[config.mk]
export PLATFORM = sky130hd
export DESIGN_NAME = mem_ctrl_responder
export DESIGN_NICKNAME = d
export VERILOG_FILES = /design/src/rtl/mc_pkg.sv /design/src/rtl/mc_ram.sv /design/src/rtl/mem_ctrl_responder.sv
export SDC_FILE = /design/constraint.sdc
export NUM_CORES = 1
export LEC_CHECK = 0
export CORE_MARGIN = 2
export CORE_UTILIZATION = 24
export CTS_CLUSTER_SIZE = 25
export DETAILED_ROUTE_END_ITERATION = 7
export SLEW_MARGIN = 20
export SYNTH_ARGS = -nofsm -noshare
export SYNTH_HDL_FRONTEND = slang
export SYNTH_SLANG_ARGS = --single-unit
[constraint.sdc]
create_clock -name mc_clk -period 4.75 [get_ports mc_clk]
set_input_delay 1.425 -clock mc_clk [delete_from_list [all_inputs] [get_ports mc_clk]]
set_output_delay 1.425 -clock mc_clk [all_outputs]
set_load 0.02 [all_outputs]
[src/rtl/mc_pkg.sv]
// Shared command codes and state encoding for the memory-controller responder.
// The command codes are also used by the core control FSM that drives it.
package mc_pkg;

    localparam logic [2:0] CMD_IDLE  = 3'b000;
    localparam logic [2:0] CMD_STORE = 3'b100;
    localparam logic [2:0] CMD_TRANS = 3'b010;
    localparam logic [2:0] CMD_PROC  = 3'b001;

    typedef enum logic [1:0] {
        ST_IDLE  = 2'd0,
        ST_STORE = 2'd1,
        ST_READ  = 2'd2,
        ST_ACK   = 2'd3
    } mc_state_e;

endpackage

[src/rtl/mc_ram.sv]
// Single-port synchronous RAM, registered read (read-before-write), no reset.
module mc_ram #(
    parameter int DATA_W = 8,
    parameter int ADDR_W = 6
) (
    input  logic              clk_i,
    input  logic              we_i,
    input  logic [ADDR_W-1:0] addr_i,
    input  logic [DATA_W-1:0] wdata_i,
    output logic [DATA_W-1:0] rdata_o
);

    logic [DATA_W-1:0] mem_q [2**ADDR_W];
    logic [DATA_W-1:0] rdata_q;

    // Write on enable; read data appears one cycle after the address.
    always_ff @(posedge clk_i) begin
        if (we_i) mem_q[addr_i] <= wdata_i;
        rdata_q <= mem_q[addr_i];
    end

    assign rdata_o = rdata_q;

endmodule

[src/rtl/mem_ctrl_responder.sv]
// Memory-controller responder: stores an input burst into local RAM and moves
// fixed-size blocks from RAM into the processing register on command edges.
module mem_ctrl_responder
    import mc_pkg::*;
#(
    parameter int DATA_W    = 8,
    parameter int ADDR_W    = 6,
    parameter int BLK_WORDS = 4
) (
    input  logic                        mc_clk,
    input  logic                        mc_reset_n,
    input  logic [2:0]                  ctrl_data_contition,
    input  logic [DATA_W-1:0]           mc_data_in,
    input  logic                        mc_data_in_valid,
    input  logic [ADDR_W:0]             mc_data_in_size,
    output logic                        mc_done,
    output logic                        mc_data_done,
    output logic [ADDR_W:0]             mc_data_length,
    output logic [BLK_WORDS*DATA_W-1:0] mc_reg_data,
    output logic                        mc_reg_valid,
    output logic                        mc_busy
);

    localparam int              CNT_W   = $clog2(BLK_WORDS + 1);
    localparam logic [ADDR_W:0] MAX_LEN = (ADDR_W + 1)'(2**ADDR_W);
    localparam logic [ADDR_W:0] BLK_L   = (ADDR_W + 1)'(BLK_WORDS);

    mc_state_e                       state_q;
    logic [2:0]                      prev_q;
    logic [ADDR_W:0]                 len_q, wr_ptr_q, rd_ptr_q, length_q;
    logic [CNT_W-1:0]                cnt_q;
    logic                            pend_vld_q;
    logic [BLK_WORDS-1:0][DATA_W-1:0] reg_q;
    logic                            done_q, data_done_q, reg_valid_q;

    logic                            cmd_edge, start_store, start_trans, abort;
    logic [ADDR_W:0]                 size_clamped, slot_ptr, blk_sum, next_rd_d;
    logic                            slot_vld, wr_en;
    logic [ADDR_W-1:0]               ram_addr;
    logic [DATA_W-1:0]               ram_rdata;

    // Command decode: only a fresh store/transfer code starts anything.
    always_comb begin
        cmd_edge     = (ctrl_data_contition != prev_q);
        start_store  = cmd_edge && (ctrl_data_contition == CMD_STORE);
        start_trans  = cmd_edge && (ctrl_data_contition == CMD_TRANS);
        abort        = (ctrl_data_contition == CMD_IDLE);
        size_clamped = (mc_data_in_size > MAX_LEN) ? MAX_LEN : mc_data_in_size;
    end

    // Datapath: write gating, per-slot read address and end-of-block pointer.
    // rd_ptr_q is held during READ; slot c reads rd_ptr_q + c and is zeroed if
    // it lies past the stored length, so the pointer advance is just a clamp.
    always_comb begin
        wr_en     = (state_q == ST_STORE) && !abort && mc_data_in_valid &&
                    (wr_ptr_q < len_q);
        slot_ptr  = rd_ptr_q + (ADDR_W + 1)'(cnt_q);
        slot_vld  = (slot_ptr < length_q);
        ram_addr  = (state_q == ST_STORE) ? wr_ptr_q[ADDR_W-1:0]
                                          : slot_ptr[ADDR_W-1:0];
        blk_sum   = rd_ptr_q + BLK_L;
        next_rd_d = rd_ptr_q;
        if (rd_ptr_q < length_q)
            next_rd_d = (blk_sum > length_q) ? length_q : blk_sum;
    end

    mc_ram #(
        .DATA_W (DATA_W),
        .ADDR_W (ADDR_W)
    ) u_ram (
        .clk_i   (mc_clk),
        .we_i    (wr_en),
        .addr_i  (ram_addr),
        .wdata_i (mc_data_in),
        .rdata_o (ram_rdata)
    );

    // Control FSM with registered outputs; mc_done is high only in ACK.
    always_ff @(posedge mc_clk or negedge mc_reset_n) begin
        if (!mc_reset_n) begin
            state_q     <= ST_IDLE;
            prev_q      <= CMD_IDLE;
            len_q       <= '0;
            wr_ptr_q    <= '0;
            rd_ptr_q    <= '0;
            length_q    <= '0;
            cnt_q       <= '0;
            pend_vld_q  <= 1'b0;
            reg_q       <= '0;
            done_q      <= 1'b0;
            data_done_q <= 1'b0;
            reg_valid_q <= 1'b0;
        end else begin
            prev_q <= ctrl_data_contition;
            done_q <= 1'b0;
            case (state_q)
                ST_IDLE: begin
                    if (start_store) begin
                        state_q     <= ST_STORE;
                        len_q       <= size_clamped;
                        wr_ptr_q    <= '0;
                        rd_ptr_q    <= '0;
                        data_done_q <= 1'b0;
                        reg_valid_q <= 1'b0;
                    end else if (start_trans) begin
                        state_q     <= ST_READ;
                        cnt_q       <= '0;
                        pend_vld_q  <= 1'b0;
                        reg_valid_q <= 1'b0;
                    end
                end
                ST_STORE: begin
                    if (abort) begin
                        state_q <= ST_IDLE;
                    end else begin
                        if (wr_en) wr_ptr_q <= wr_ptr_q + 1'b1;
                        if (wr_ptr_q == len_q) begin
                            state_q     <= ST_ACK;
                            done_q      <= 1'b1;
                            length_q    <= len_q;
                            data_done_q <= (len_q == '0);
                        end
                    end
                end
                ST_READ: begin
                    if (abort) begin
                        state_q <= ST_IDLE;
                    end else begin
                        pend_vld_q <= slot_vld;
                        // RAM data for slot cnt_q-1 arrives this cycle
                        for (int s = 0; s < BLK_WORDS; s++)
                            if (cnt_q == CNT_W'(s + 1))
                                reg_q[s] <= pend_vld_q ? ram_rdata : '0;
                        if (cnt_q == CNT_W'(BLK_WORDS)) begin
                            state_q     <= ST_ACK;
                            done_q      <= 1'b1;
                            reg_valid_q <= 1'b1;
                            rd_ptr_q    <= next_rd_d;
                            data_done_q <= (next_rd_d >= length_q);
                        end else begin
                            cnt_q <= cnt_q + 1'b1;
                        end
                    end
                end
                ST_ACK: state_q <= ST_IDLE;
                default: state_q <= ST_IDLE;
            endcase
        end
    end

    assign mc_done        = done_q;
    assign mc_data_done   = data_done_q;
    assign mc_data_length = length_q;
    assign mc_reg_data    = reg_q;
    assign mc_reg_valid   = reg_valid_q;
    assign mc_busy        = (state_q == ST_STORE) || (state_q == ST_READ);

endmodule

==> flow_metrics.env <==
export IMPL_status="finished clean"
export IMPL_gp_congestion=0.830
export IMPL_grt_usage=0.120
export IMPL_dr_pass1_iters=5
export IMPL_max_stage_delay_ns=0.67
export IMPL_rsz0062_at_grt="no"
export IMPL_htreeDepth=2
export IMPL_power_internal_mw=10.8
export IMPL_max_freq_mhz=242
export IMPL_tightest_slew_ns=1.05
export IMPL_end_kind="flip-flop"
export IMPL_final_setup_tns_ns=0
export IMPL_cts_sinks=592
export IMPL_synthArstFlopShare=0.122
export IMPL_critPathTopFamily="compound AO/OA/AOI/OAI gates"
export IMPL_grt_pass1_wl_um=95300
export IMPL_seq_power_share=0.361
export IMPL_wl_met2_um=30000
export IMPL_leakagePower_nw=9.99
export IMPL_synth_warnings=0
export IMPL_rows=117
export IMPL_crit_chain="ha_1 > fa_1 > xnor2_1 > inv_1 > a32oi_4 > buf_4 > a21oi_1 > nor4_1 > o22ai_1 > or3_1"
export IMPL_cts_resized=0
export IMPL_core_area_um2=102000
export IMPL_synth_area_um2=24600
export IMPL_io_pin_count=64
export IMPL_drv_slew=0
export IMPL_initial_utilization=0.242
export IMPL_final_cell_mix="edfxtp_1 (512), nand2_1 (294), mux2i_1 (165)"
export IMPL_die_area_um2=105000
export IMPL_path_class="flip-flop to flip-flop"
export IMPL_crit_buf_inv=2
export IMPL_routed_top_layer="met5"
export IMPL_avgSynthCellArea_um2=13.5
export IMPL_fin_crit_ns=4.13
export IMPL_yosys_most_used_dff="edfxtp_1"
export IMPL_slew_headroom=0.286
export IMPL_die_width_um=324
export IMPL_avgRoutedWirePerCell_um=19.1
export IMPL_combPwrFrac=0.370
export IMPL_fp_dieH_um=324
export IMPL_worstSkewPairLatency_ns=0.63
export IMPL_cp_max_fo=16
export IMPL_critPathSlowestCell="a32oi_4"
export IMPL_cts_buffers=58
export IMPL_peakVddDrop_mv=0.499
export IMPL_hold_violations=0
export IMPL_grt_pass1_vias=15046
export IMPL_post_place_ws_ns=0.468
export IMPL_path_clk_slew_ns=0.06
export IMPL_syn_inst=1817
export IMPL_p_total_mw=17.0
export IMPL_cts_tree="yes"
export IMPL_cp_data_arrival_time_ns=4.59
export IMPL_postCtsSetupRepairBufs=0
export IMPL_synth_distinct_cells=61
export IMPL_sw_frac_of_total=0.363
export IMPL_clockPowerShare=0.269
export IMPL_required_ns=5.21
export IMPL_via_count=15206
export IMPL_setup_violations=0
export IMPL_ys_ff_latch=592
export IMPL_clockBufferDepth=3
export IMPL_layout_commonest_cell="edfxtp_1"
export IMPL_synth_edf_count=512
export IMPL_hpwl_um=40700
export IMPL_switchingPower_mw=6.16
export IMPL_drc=0
export IMPL_gr_total_overflow=0
export IMPL_antenna_found_initial=3
export IMPL_nNetsFinal=2021
export IMPL_finalClockSkew_ns=0.0257
export IMPL_startpoint_type="flip-flop"
export IMPL_fill_cells=10247
export IMPL_ys_seq_area_frac=0.705
export IMPL_period_share=0.869
export IMPL_root_buffer="clkbuf_16"
export IMPL_met3_length_um=4440
export IMPL_grt_max_degree=92
export IMPL_holdCritPathClass="flip-flop to flip-flop"
export IMPL_drtIter0Drc=1409
export IMPL_holdWs_ns=0.474
export IMPL_antenna_cells=0
export IMPL_numPortBuffers=63
export IMPL_power_density_nw_per_um2=580
export IMPL_syn_num_nets=1885
export IMPL_vias_per_cell=4.51
export IMPL_wl_met1_um=28700
export IMPL_ant_nets=0
export IMPL_finalWorstSetupSlack_ns=0.623
export IMPL_postCtsHoldBufs=0
export IMPL_areaGrowthSynthToFinish_pct=19.1
export IMPL_cap_violations=0
export IMPL_wl_um=64200
export IMPL_drive_gt1_frac=0.118
[worst min-delay path, cell delays in order (launching register included)]
cell	delay [ns]
dfrtp_1	0.34
nand2_1	0.04
o21ai_0	0.06
[layer usage]
metal  GRT usage  up-vias
met1       0.167     7550
met3      0.0219       83
met4      0.0256        4
li1            -     7042
met2       0.196      527
met5           0        -
[metrics by stage]
| step | std cells | instance area (µm²) | util |
|---|---|---|---|
| after detailed placement | 3261 | 27400 | 0.269 |
| after global placement | 3261 | 27400 | 0.269 |
| after CTS | 3368 | 29300 | 0.288 |
| after global routing | 3368 | 29300 | 0.288 |
| final | 3368 | 29300 | 0.288 |
| after floorplan | 1817 | 24600 | - |
[logic make-up (layout without fill, tap and decap cells)]
group | count (synthesis) | count (layout) | synth area share
compound gates | 362 | 362 | 0.0829
simple gates | 501 | 501 | 0.0895
xor+xnor | 8 | 8 | 0.00285
flops | 592 | 592 | 0.705
buf+inv | 136 | 319 | 0.0250
fa+ha+maj | 47 | 47 | 0.0242
mux | 171 | 171 | 0.0701
[registers in the layout (all words and copies together) (netlist names)]
signal and flops:
mc_data_length 7, mc_data_done 1, cnt_q 3, u_ram.rdata_o 8, rd_ptr_q 7, pend_vld_q 1
state_q 2, u_ram.mem_q 512, wr_ptr_q 7, prev_q 3, mc_reg_data 32, mc_done 1
len_q 7, mc_reg_valid 1
[power groups by stage]
| stage | Combinational, mW | Clock [mW] | Sequential (mW) |
|---|---|---|---|
| 2_1_floorplan | 4.22 | 0 | 6.27 |
| 3_3_place_gp | 6.20 | 0 | 6.24 |
| 3_5_place_dp | 6.25 | 0 | 6.24 |
| 4_1_cts | 6.27 | 4.65 | 6.14 |
| 5_1_grt | 6.89 | 4.85 | 6.17 |
| 6_report | 6.28 | 4.56 | 6.13 |
[synthesized netlist by cell type (all sizes together) (17+ instances only)]
cell / instances / area share
edfxtp: 512 / 0.63
nand2: 295 / 0.045
mux2i: 166 / 0.068
a21oi: 130 / 0.026
o21ai: 108 / 0.022
o22ai: 89 / 0.023
nor2: 88 / 0.013
dfrtp: 72 / 0.073
buf: 61 / 0.014
ha: 46 / 0.023
clkbuf: 40 / 0.0061
inv: 35 / 0.0053
nor4: 22 / 0.0062
nand4: 17 / 0.0043
[path summary, 6_finish.rpt]
| kind | start | endpoint | slack (ns) | depth (start not counted) |
|---|---|---|---|---|
| max | cnt_q[0] | u_ram.rdata_o[6] | 0.62 | 10 |
| min | mc_reg_data[0] | mc_reg_data[0] | 0.47 | 2 |
| max reg2reg | cnt_q[0] | u_ram.rdata_o[6] | 0.62 | 10 |
| min reg2reg | mc_reg_data[0] | mc_reg_data[0] | 0.47 | 2 |
| max in group asynchronous | mc_reset_n | mc_reg_data[14] | 3.08 | 2 |
| min in group asynchronous | mc_reset_n | len_q[3] | 0.85 | 1 |
[layout make-up]
cell class / count / area [µm²] / share of cell area
Clock buffer: 75 / 1570 / 0.0535
Tap cell: 1368 / 1710 / 0.0585
Clock inverter: 32 / 309 / 0.0106
Sequential cell: 592 / 17300 / 0.592
Multi-Input combinational cell: 1089 / 6720 / 0.229
Timing Repair Buffer: 177 / 1510 / 0.0515
Inverter: 35 / 131 / 0.00449
Power figures use the tool's default switching activity.
